==> src/rtl/fetch_stage_if.sv <==
// Fetch-stage bus: hazard-unit controls, ID-stage redirects, instruction-memory
// port and the IF/ID register outputs.
interface fetch_stage_if #(
    parameter int CNT_W = 16
);
    logic             PCWrite;
    logic             IF_ID_Write;
    logic             branch_taken;
    logic [31:0]      branch_target;
    logic             jump;
    logic [31:0]      jump_target;
    logic [31:0]      imem_addr;
    logic [31:0]      imem_rdata;
    logic [31:0]      pc;
    logic [31:0]      IF_ID_instr;
    logic [31:0]      IF_ID_pc4;
    logic             IF_ID_valid;
    logic [CNT_W-1:0] stall_count;
    logic [CNT_W-1:0] flush_count;

    // Surrounding pipeline / memory side.
    modport master (
        output PCWrite, IF_ID_Write, branch_taken, branch_target,
               jump, jump_target, imem_rdata,
        input  imem_addr, pc, IF_ID_instr, IF_ID_pc4, IF_ID_valid,
               stall_count, flush_count
    );

    // Fetch stage side.
    modport slave (
        input  PCWrite, IF_ID_Write, branch_taken, branch_target,
               jump, jump_target, imem_rdata,
        output imem_addr, pc, IF_ID_instr, IF_ID_pc4, IF_ID_valid,
               stall_count, flush_count
    );
endinterface

==> src/rtl/fetch_stage.sv <==
// Fetch stage with IF/ID pipeline register. Holds PC and IF/ID on stall,
// inserts one NOP bubble on a taken branch/jump, and keeps saturating
// stall/flush cycle counters for performance debug.
module fetch_stage #(
    parameter logic [31:0] RESET_PC  = 32'h0000_0000,
    parameter logic [31:0] NOP_INSTR = 32'h0000_0000,
    parameter int          CNT_W     = 16
) (
    input logic         clk,
    input logic         reset_n,
    fetch_stage_if.slave bus
);
    localparam logic [CNT_W-1:0] CNT_MAX = {CNT_W{1'b1}};

    logic [31:0]      pc_reg;
    logic [31:0]      pc_next;
    logic [31:0]      pc_plus4;
    logic [31:0]      target;
    logic             redirect;
    logic [31:0]      instr_reg;
    logic [31:0]      pc4_reg;
    logic             valid_reg;
    logic [CNT_W-1:0] stall_reg;
    logic [CNT_W-1:0] flush_reg;

    // Next-PC selection; a redirect seen while stalled is dropped because the
    // stalled ID instruction will raise it again once the stall clears.
    always_comb begin
        pc_plus4 = pc_reg + 32'd4;
        redirect = (bus.branch_taken | bus.jump) & bus.PCWrite;
        target   = bus.branch_taken ? bus.branch_target : bus.jump_target;
        target   = {target[31:2], 2'b00};
        pc_next  = pc_reg;
        if (bus.PCWrite) begin
            pc_next = redirect ? target : pc_plus4;
        end
    end

    // PC, IF/ID register and performance counters.
    always_ff @(posedge clk) begin
        if (!reset_n) begin
            pc_reg    <= RESET_PC;
            instr_reg <= NOP_INSTR;
            pc4_reg   <= 32'd0;
            valid_reg <= 1'b0;
            stall_reg <= '0;
            flush_reg <= '0;
        end else begin
            pc_reg <= pc_next;
            if (bus.IF_ID_Write) begin
                if (redirect) begin
                    instr_reg <= NOP_INSTR;
                    pc4_reg   <= 32'd0;
                    valid_reg <= 1'b0;
                end else begin
                    instr_reg <= bus.imem_rdata;
                    pc4_reg   <= pc_plus4;
                    valid_reg <= 1'b1;
                end
            end
            if (!bus.PCWrite && stall_reg != CNT_MAX) begin
                stall_reg <= stall_reg + 1'b1;
            end
            if (redirect && flush_reg != CNT_MAX) begin
                flush_reg <= flush_reg + 1'b1;
            end
        end
    end

    assign bus.imem_addr   = pc_reg;
    assign bus.pc          = pc_reg;
    assign bus.IF_ID_instr = instr_reg;
    assign bus.IF_ID_pc4   = pc4_reg;
    assign bus.IF_ID_valid = valid_reg;
    assign bus.stall_count = stall_reg;
    assign bus.flush_count = flush_reg;
endmodule

==> src/flat_wrapper.sv <==
// flat-port wrapper written by rule: the top's interface ports become plain ports
module fetch_stage_flat 
#(
    parameter logic [31:0] RESET_PC  = 32'h0000_0000,
    parameter logic [31:0] NOP_INSTR = 32'h0000_0000,
    parameter int          CNT_W     = 16
)
  (clk, reset_n, bus_PCWrite, bus_IF_ID_Write, bus_branch_taken, bus_branch_target, bus_jump, bus_jump_target, bus_imem_rdata, bus_imem_addr, bus_pc, bus_IF_ID_instr, bus_IF_ID_pc4, bus_IF_ID_valid, bus_stall_count, bus_flush_count);
  fetch_stage_if #(.CNT_W(CNT_W)) bus_i ();
  input logic clk;
  input logic reset_n;
  input wire logic [$bits(bus_i.PCWrite)-1:0] bus_PCWrite;
  input wire logic [$bits(bus_i.IF_ID_Write)-1:0] bus_IF_ID_Write;
  input wire logic [$bits(bus_i.branch_taken)-1:0] bus_branch_taken;
  input wire logic [$bits(bus_i.branch_target)-1:0] bus_branch_target;
  input wire logic [$bits(bus_i.jump)-1:0] bus_jump;
  input wire logic [$bits(bus_i.jump_target)-1:0] bus_jump_target;
  input wire logic [$bits(bus_i.imem_rdata)-1:0] bus_imem_rdata;
  output wire logic [$bits(bus_i.imem_addr)-1:0] bus_imem_addr;
  output wire logic [$bits(bus_i.pc)-1:0] bus_pc;
  output wire logic [$bits(bus_i.IF_ID_instr)-1:0] bus_IF_ID_instr;
  output wire logic [$bits(bus_i.IF_ID_pc4)-1:0] bus_IF_ID_pc4;
  output wire logic [$bits(bus_i.IF_ID_valid)-1:0] bus_IF_ID_valid;
  output wire logic [$bits(bus_i.stall_count)-1:0] bus_stall_count;
  output wire logic [$bits(bus_i.flush_count)-1:0] bus_flush_count;
  assign bus_i.PCWrite = bus_PCWrite;
  assign bus_i.IF_ID_Write = bus_IF_ID_Write;
  assign bus_i.branch_taken = bus_branch_taken;
  assign bus_i.branch_target = bus_branch_target;
  assign bus_i.jump = bus_jump;
  assign bus_i.jump_target = bus_jump_target;
  assign bus_i.imem_rdata = bus_imem_rdata;
  assign bus_imem_addr = bus_i.imem_addr;
  assign bus_pc = bus_i.pc;
  assign bus_IF_ID_instr = bus_i.IF_ID_instr;
  assign bus_IF_ID_pc4 = bus_i.IF_ID_pc4;
  assign bus_IF_ID_valid = bus_i.IF_ID_valid;
  assign bus_stall_count = bus_i.stall_count;
  assign bus_flush_count = bus_i.flush_count;
  fetch_stage #(.RESET_PC(RESET_PC), .NOP_INSTR(NOP_INSTR), .CNT_W(CNT_W)) u_core (.clk(clk), .reset_n(reset_n), .bus(bus_i));
endmodule
==> config.mk <==
export PLATFORM = sky130hd
export DESIGN_NAME = fetch_stage_flat
export DESIGN_NICKNAME = d
export VERILOG_FILES = /design/src/rtl/fetch_stage_if.sv /design/src/rtl/fetch_stage.sv /design/src/flat_wrapper.sv
export SDC_FILE = /design/constraint.sdc
export NUM_CORES = 1
export LEC_CHECK = 0
export ABC_AREA = 1
export CORE_MARGIN = 3
export CORE_UTILIZATION = 40
export DETAILED_ROUTE_END_ITERATION = 6
export DONT_BUFFER_PORTS = 1
export SLEW_MARGIN = 0
export SYNTH_ARGS = -nofsm -noshare
export SYNTH_HDL_FRONTEND = slang
export SYNTH_SLANG_ARGS = --single-unit
==> constraint.sdc <==
create_clock -name clk -period 4.09 [get_ports clk]
set_input_delay 0.6135 -clock clk [delete_from_list [all_inputs] [get_ports clk]]
set_output_delay 0.6135 -clock clk [all_outputs]
set_load 0.02 [all_outputs]
==> results by group, run 1 <==
Floorplanning
  • CORE AREA: 0.0155 sq mm
  • Rows: 45
  • Die area: 0.0177 sq mm
  • I/O Pins: 263
  • Die W: 133 um
  • Die height: 133 um
  • Starting density of the core: 41.6%

Timing
  • Max-slew violations: 0
  • Setup tns final: 0 ns
  • Clk_skew: 0.0119 ns
  • # setup viols final: 0
  • Slew Limit Headroom: 28.4%
  • Fin crit period: 2.21 ns
  • Final Hold Fails: 0
  • Final Cycle Share: 54.1%
  • Fmax: 452 MHz
  • Worst-margin pin slew: 1.07 ns
  • Unrepaired setup endpoints after global routing: no

Placed design
  • Detail Placement HPWL: 13200 um
  • Port Buf Inserts: 0
  • Final GP Congestion: 0.885

Logic synthesis
  • Adder-cell share of the synthesized area: 0.580%
  • Largest family of logic cells by synthesized area: simple AND/OR/NAND/NOR gates
  • #FFs+latches synth: 125
  • Post-synthesis sequential area ratio: 38.7%
  • Post-Synth Simple-Gate Area: 27.2%
  • Ys Warns: 0
  • XOR/XNOR Fraction of Synth Area: 3.65%
  • Synth Area in Compound Gates: 19.5%
  • Synth top area cells: dfxtp_1 39%, nand2_1 13%, a21oi_1 8.9%
  • Mapped Area: 0.00647 sq mm
  • Distinct cells, synth: 35
  • Avg Cell Area, Syn: 7.01 sq um
  • Yosys top cell area share: 38.7%
  • Biggest area consumer among synthesized cells: dfxtp_1
  • Post-Syn Instances: 923
  • Multiplexer share of the synthesized area: 0%

Pwr
  • Flop pwr share: 47.2%
  • Cell internal pwr: 2.26 mW
  • Logic pwr share: 6.2%
  • PnR Total Power: 3.10 mW
  • Switch share: 27.2%
  • Psw: 0.844 mW
  • Peak supply drop: 0.000272 V
  • LEAKAGE: 2.39 nW
  • Clock Power Share: 46.6%
  • P per Cell Area: 451 mW/mm^2

Routing
  • Drt first-iter violations: 406
  • Final WL: 18900 um
  • Via-to-Cell Ratio: 5.41
  • Vias: 5881
  • Final ANT Viol Nets: 0
  • Mean routed wirelength per cell: 17.4 um
  • # DRC: 0
  • DR pass1 iterations: 5

CTS
  • Setup bufs post-CTS: 0
  • Clk slew on worst S/H paths: 0.06 ns
  • Root Buffer Master: clkbuf_16
  • TritonCTS clock tree: done
  • Worst-skew pair later-pin latency: 0.42 ns
  • Num CTS Buffers: 17
  • Hold_buf cts: 0
  • CTS max path bufs: 2
  • TritonCTS Sinks: 125
  • Htree depth: 4
  • Post-cts repair resize count: 0

Finish
  • # diodes: 0
  • Commonest non-fill, non-tap cell in the layout: nand2_1
  • P&R area growth vs syn: 6.21%
  • Commonest cells after routing, fill and taps aside: 225 x nand2_1, 125 x dfxtp_1, 115 x a21oi_1, 81 x nand3_1, 67 x nor2_1
  • Ratio of cells with drive above 1 in the final layout: 7.42%
  • Final nets: 970

Global route
  • Pin count of the biggest net entering global routing: 95
  • Initial antenna violation count: 0
  • GR Overflow Total: 0
  • First-pass GRT wire length: 29500 um
  • Vias in the first global route: 5290
  • GRT Total Usage: 20.6%

Job
  • Number of max-cap violations: 0

Setup path
  • CP Launch Type: flop
  • Critical path arrival: 2.50 ns
  • Data required, critical path: 4.38 ns
  • WS Path Type: reg2reg
  • Worst Setup End Kind: flop
  • CP max FO: 6

Hold path
  • Worst min path class: in2reg

Run status
  • Run status: completed
==> through the flow <==
step	setup WS [ns]	area, sq um	utilization, %	hold WS (ns)	std cells
floorplan	2.33	6490	-	0.541	928
global placement	1.91	6310	40.6	0.559	1057
detailed placement	1.86	6310	40.6	0.561	1057
CTS	1.85	6870	44.2	0.287	1087
global route	1.63	6870	44.2	0.317	1087
finish	1.88	6870	44.2	0.328	1087
==> flip-flops by register name, indices dropped and copies added, names as in the netlist <==
register and flops:
u_core.bus.IF_ID_instr 32, u_core.bus.IF_ID_pc4 30, u_core.bus.stall_count 16, u_core.bus.IF_ID_valid 1, u_core.bus.flush_count 16, u_core.bus.imem_addr 30
==> layer usage <==
layer | global-route usage, % | wire length (um)
met1 | 27.7 | 8640
met2 | 31.8 | 8730
met3 | 6.99 | 1400
met4 | 5.09 | 162
met5 | 0 | 0
==> layout make-up <==
class                   count  area (sq um)
fillers                  1627          8670
clock buffers              24           502
repair buffers              4          30.0
clock inverters             6          60.1
multi-input cells         668          3330
inverters                  49           184
well taps                 211           264
flip-flops and latches    125          2500
==> logic make-up after synthesis <==
kind of cell,count (synthesis)
simple gates,412
compound gates,220
buf+inv,135
other cells,1
fa+ha+maj,3
xor+xnor,27
flops,125
==> cell usage after synthesis (all sizes together) <==
| master | instances |
|---|---|
| nand2 | 229 |
| nand4 | 6 |
| dfxtp | 125 |
| nand3b | 2 |
| clkbuf | 39 |
| buf | 47 |
| nor3b | 1 |
| o21ai | 67 |
| o21bai | 2 |
| o221ai | 1 |
| conb | 1 |
| and2 | 2 |
| inv | 48 |
| xor2 | 22 |
| xnor2 | 5 |
| nor2 | 76 |
| clkinv | 1 |
| nand3 | 81 |
| or2 | 5 |
| nor3 | 10 |
| ha | 3 |
| a31oi | 2 |
| a221oi | 27 |
| a21oi | 121 |
==> power by group through the flow <==
stage               Combinational (mW)  Clock, mW  Sequential [mW]
finish                           0.193       1.45             1.46
global route                     0.226       1.52             1.47
CTS                              0.195       1.47             1.46
detailed placement               0.194          0             1.49
global placement                 0.191          0             1.49
floorplan                        0.249          0             1.43
==> worst paths after layout <==
path / cells after the start / slack [ns] / start / endpoint
worst max register to register: 10 / 1.88 / u_core.bus.imem_addr[2] / u_core.bus.imem_addr[26]
worst min-delay path: 2 / 0.33 / reset_n / u_core.bus.stall_count[0]
worst max-delay path: 10 / 1.88 / u_core.bus.imem_addr[2] / u_core.bus.imem_addr[26]
worst min register to register: 2 / 0.57 / u_core.bus.IF_ID_instr[17] / u_core.bus.IF_ID_instr[17]
==> critical path: stages, from the launching register on <==
cell	delay, ns
dfxtp_1	0.64
ha_1	0.29
nand2_1	0.10
nor2_2	0.19
nand2_1	0.18
nor2_2	0.34
nand2_1	0.08
nand2_1	0.07
nand2_1	0.07
nand2_1	0.07
a21oi_1	0.06
Note: power is estimated with default switching activity, not from simulation.
==> run 2, diff against run 1 <==
==> constraint.sdc (replaced) <==
create_clock -name clk -period 2.1 [get_ports clk]
set_input_delay 0.315 -clock clk [delete_from_list [all_inputs] [get_ports clk]]
set_output_delay 0.315 -clock clk [all_outputs]
set_load 0.02 [all_outputs]
==> results by group, run 2 (synthesis results as in run 1) <==
Routing
  • Vias: 6152
  • Final ANT Viol Nets: 0
  • Drt first-iter violations: 456
  • Via-to-Cell Ratio: 5.30
  • # DRC: 0
  • Mean routed wirelength per cell: 17.3 um
  • DR pass1 iterations: 5
  • Final WL: 20100 um

Setup path
  • Buffers & Inverters on Critical Path: 0
  • Crit path max-delay cell type: dfxtp_1
  • Most common cell on crit path: nand2_1
  • Worst Setup End Kind: flop
  • WS Path Type: reg2reg
  • CP Launch Type: flop
  • Kind of cell adding the most delay to the critical path: simple AND/OR/NAND/NOR gates
  • CP max stage delay: 0.37 ns
  • Critical path arrival: 2.18 ns
  • Crit-path cells: ha_1, nand2_1, nor2_2, nand2_1, nor2_2, nand2_1, nand2_1, nand3_1, a21oi_1
  • CP max FO: 5
  • Data required, critical path: 2.44 ns

Global route
  • Vias in the first global route: 5630
  • GR Overflow Total: 0
  • GRT Total Usage: 21.8%
  • Initial antenna violation count: 0
  • First-pass GRT wire length: 31100 um
  • Pin count of the biggest net entering global routing: 68

Pwr
  • Peak supply drop: 0.000532 V
  • PnR Total Power: 6.33 mW
  • P per Cell Area: 849 mW/mm^2
  • LEAKAGE: 2.79 nW

Finish
  • Max reg flops: 32
  • Ratio of cells with drive above 1 in the final layout: 14.3%
  • Non-Filler Instances: 1161
  • Final nets: 1044
  • P&R area growth vs syn: 15.3%
  • # diodes: 0
  • Commonest cells after routing, fill and taps aside: 225 x nand2_1, 125 x dfxtp_1, 115 x a21oi_1, 81 x nand3_1, 76 x buf_4
  • Commonest non-fill, non-tap cell in the layout: nand2_1

Timing
  • Final Cycle Share: 87.5%
  • Unrepaired setup endpoints after global routing: no
  • Max-slew violations: 0
  • Fin crit period: 1.84 ns
  • WHS: 0.0196 ns
  • Setup tns final: 0 ns
  • Final Hold Fails: 0
  • # setup viols final: 0
  • Fmax: 544 MHz
  • Worst-margin pin slew: 1.13 ns
  • Slew Limit Headroom: 24.1%
  • Clk_skew: 0.0133 ns

Floorplanning
  • Die area: 0.0177 sq mm
  • Die height: 133 um
  • CORE AREA: 0.0155 sq mm
  • I/O Pins: 263
  • Die W: 133 um
  • Rows: 45
  • Starting density of the core: 41.6%

CTS
  • Root Buffer Master: clkbuf_16
  • CTS max path bufs: 2
  • Num CTS Buffers: 17
  • Worst-skew pair later-pin latency: 0.42 ns
  • Htree depth: 4
  • Setup bufs post-CTS: 0
  • Clk slew on worst S/H paths: 0.06 ns
  • TritonCTS clock tree: done
  • TritonCTS Sinks: 125

Job
  • Number of max-cap violations: 0

Run status
  • Run status: completed

Placed design
  • Total placed cells including tap cells: 1129
  • Port Buf Inserts: 0
  • Final GP Congestion: 0.892
  • Detail Placement HPWL: 14000 um

Hold path
  • Worst min path class: in2reg
run 2: changes by cell type in the layout (fill, tap and decap cells not counted), sizes merged:
cell	change
buf	+72
dlygate4sd3	+2
clkbuf	-1
clkinvlp	-1
bufinv	+2
run 2: final timing paths:
check,cells after the start,slack [ns],end,start
worst max-delay path,9,0.26,u_core.bus.IF_ID_pc4[28],u_core.bus.imem_addr[3]
worst min-delay path,2,0.02,u_core.bus.stall_count[0],reset_n
worst max register to register,9,0.26,u_core.bus.IF_ID_pc4[28],u_core.bus.imem_addr[3]
worst min register to register,2,0.57,u_core.bus.imem_addr[27],u_core.bus.imem_addr[27]
run 2: routing by layer:
layer | track usage [%] | wire length, um | vias to the layer above | share of wire, %
li1 | - | - | 3096 | -
met1 | 28.6 | 8820 | 2810 | 44
met2 | 34.7 | 9390 | 223 | 47
met3 | 7.29 | 1690 | 23 | 8.4
met4 | 5.66 | 231 | 0 | 1.1
met5 | 0 | 0 | - | 0
run 2: final cells by class:
cell class / instances / area, sq um
clock inverter: 7 / 113
inverter: 49 / 184
fill: 1609 / 8080
multi-input combinational: 668 / 3330
timing repair buffer: 78 / 591
clock buffer: 23 / 478
tap: 211 / 264
sequential: 125 / 2500
run 2: worst reg2reg max path, stage by stage (launching register included):
cell and delay, ns:
dfxtp_1 0.37, ha_1 0.21, nand2_1 0.10, nor2_2 0.16
nand2_1 0.18, nor2_2 0.31, nand2_1 0.10, nand2_1 0.06
nand3_1 0.12, a21oi_1 0.16
run 2: stage by stage:
stage,util [%],setup WS (ns),instance area (sq um)
finish,48.0,0.262,7460
global route,48.0,0.0799,7460
CTS,48.0,0.287,7460
detailed placement,44.1,0.319,6850
global placement,44.1,0.345,6850
floorplan,-,0.341,6490
run 2: what timing repair did:
item / in CTS / in global routing
hold buffers: 2 / 0
gates resized for setup: 0 / 0
endpoints found under the hold margin: 19 / 0
run 2: report_power, final:
part,internal (mW),switching (mW)
logic,0.219,0.452
registers,2.49,0.176
clock network,1.94,1.05
total,4.65,1.68
==> RTL change, RTL diff (config.mk and constraints of run 1) <==
`CNT_W` is set to 16 in 3 places; all go to 12.
--- a/src/rtl/fetch_stage_if.sv
+++ b/src/rtl/fetch_stage_if.sv
@@ -1,7 +1,7 @@
 // Fetch-stage bus: hazard-unit controls, ID-stage redirects, instruction-memory
 // port and the IF/ID register outputs.
 interface fetch_stage_if #(
-    parameter int CNT_W = 16
+    parameter int CNT_W = 12
 );
     logic             PCWrite;
     logic             IF_ID_Write;
--- a/src/rtl/fetch_stage.sv
+++ b/src/rtl/fetch_stage.sv
@@ -4,7 +4,7 @@
 module fetch_stage #(
     parameter logic [31:0] RESET_PC  = 32'h0000_0000,
     parameter logic [31:0] NOP_INSTR = 32'h0000_0000,
-    parameter int          CNT_W     = 16
+    parameter int          CNT_W     = 12
 ) (
     input logic         clk,
     input logic         reset_n,
--- a/src/flat_wrapper.sv
+++ b/src/flat_wrapper.sv
@@ -3,7 +3,7 @@
 #(
     parameter logic [31:0] RESET_PC  = 32'h0000_0000,
     parameter logic [31:0] NOP_INSTR = 32'h0000_0000,
-    parameter int          CNT_W     = 16
+    parameter int          CNT_W     = 12
 )
   (clk, reset_n, bus_PCWrite, bus_IF_ID_Write, bus_branch_taken, bus_branch_target, bus_jump, bus_jump_target, bus_imem_rdata, bus_imem_addr, bus_pc, bus_IF_ID_instr, bus_IF_ID_pc4, bus_IF_ID_valid, bus_stall_count, bus_flush_count);
   fetch_stage_if #(.CNT_W(CNT_W)) bus_i ();
Ports: changed (resized bus_flush_count and bus_stall_count); port bits go from 263 to 255. The function was not compared with the original's and may differ.
==> RTL change against run 1 <==
Power decreased by 4.2%; synthesized area decreased by 6.9%; sequential cell count decreased by 8; wire length decreased by 7.6%; clock skew decreased by 0.0027 ns; setup slack improved by 0.050 ns; first-iteration DRC count decreased by 27%; design area decreased by 7.3%; utilization decreased by 0.74 points; die area decreased by 6.6%; via count decreased by 9.3%; non-clock buffer count decreased by 1; largest power group unchanged.
==> RTL change: results (changes against run 1) <==
Post-DP HPWL: 11.8 mm (-11%)
Non-clk buf share: 0.354% (-0.083 points)
Area of the multi-input gates: 3020 µm² (-9.3%)
GRT Total Usage: 20.7% (+0.099 points)
Buffers, non-clock: 3 (-1)
Multi-In Gates: 586 (-12%)
Worst Setup EP: u_core.bus.IF_ID_pc4[24]$_SDFFE_PN0P_
Status: finished clean
Fill cells: 1,536 (-5.6%)
Iteration-0 DRC Markers: 298 (-27%)
WHS Endpoint: u_core.bus.IF_ID_pc4[2]$_SDFFE_PN0P_
M1 GR Usage: 26.6% (-1.1 points)
Register area share after synthesis: 38.9% (+0.19 points)
Reg2reg setup slack: 1.93 ns (+0.05 ns)
P_int: 0.00206 W (-8.8%)
Max Clock Skew: 0.00921 ns (-0.00271 ns)
Top post-synthesis cells by area: dfxtp_1 39%, nand2_1 11%, a21oi_1 8.9%, nand3_1 6.1%, o21ai_0 6.1%
Met2 Use GR: 30.9% (-0.92 points)
Nets@finish: 885 (-8.8%)
Global-route wire length before repair: 26.8 mm (-9.2%)
Fraction of layout cells with a size suffix above 1: 10.1% (+2.7 points)
Synth cell types: 34 (-2.9%)
Hold path cells: 1 (-1)
GR Util met3: 8.34% (+1.4 points)
Met3 WL: 1.55 mm (+11%)
Period utilisation layout: 52.9% (-1.2 points)
First-pass detailed-route iteration total: 4 (-1)
Dpl ws: 1.82 ns (-0.0360 ns)
Metal-1 WL: 7.73 mm (-11%)
Commonest cells post-synth: 181 x nand2_1, 117 x dfxtp_1, 107 x a21oi_1
Setup crit start: u_core.bus.imem_addr[3]$_SDFFE_PN0P_
Synth top area share: 38.9% (+0.19 points)
WL final: 17.5 mm (-7.6%)
Vias in the first global route: 4,919 (-7.0%)
CP arrival: 2.52 ns (+0.02 ns)
Critical Path Max Stage Delay: 0.75 ns (+0.11 ns)
Area growth syn-to-layout: 5.67%
Vias: 5,336 (-9.3%)
Slew of the pin with the lowest slew margin: 0.992 ns (-0.0805 ns)
Met2 wire length: 7.77 mm (-11%)
Max IR drop VDD: 0.303 mV (+12%)
Clock Buffer Count: 17 (-29%)
Core Rows: 44 (-2.2%)
Placed inst area: 5820 µm² (-7.7%)
LEAKAGE: 2.36 nW (-1.3%)
Inverters: 55 (+12%)
-- RTL change: cell types whose count changed after synthesis, sizes merged, moves of 7 or more --
cell,run 1,this run
a21oi,121,111
nor2,76,58
inv,48,55
xor2,22,8
dfxtp,125,117
clkbuf,39,31
o21ai,67,74
nand2,229,190
-- RTL change: power by group through the flow --
stage          Sequential, W  Combinational, W  Clock, W
6_report             0.00139          0.000192   0.00139
5_1_grt              0.00140          0.000222   0.00147
4_1_cts              0.00139          0.000193   0.00142
3_5_place_dp         0.00141          0.000193         0
3_3_place_gp         0.00141          0.000189         0
2_1_floorplan        0.00135          0.000253         0
-- RTL change: logic make-up (layout without fill, tap and decap cells) --
kind of cell	after synthesis	count (layout)	synth area share (%)
buffers and inverters	138	90	11.4
multiplexers	1	1	0.187
flip-flops	117	117	38.9
adder cells (fa/ha/maj)	3	3	0.623
AO/OA/AOI/OAI	219	219	20.4
AND/OR/NAND/NOR	341	341	26.1
other	1	6	0.0622
XOR/XNOR	16	16	2.33
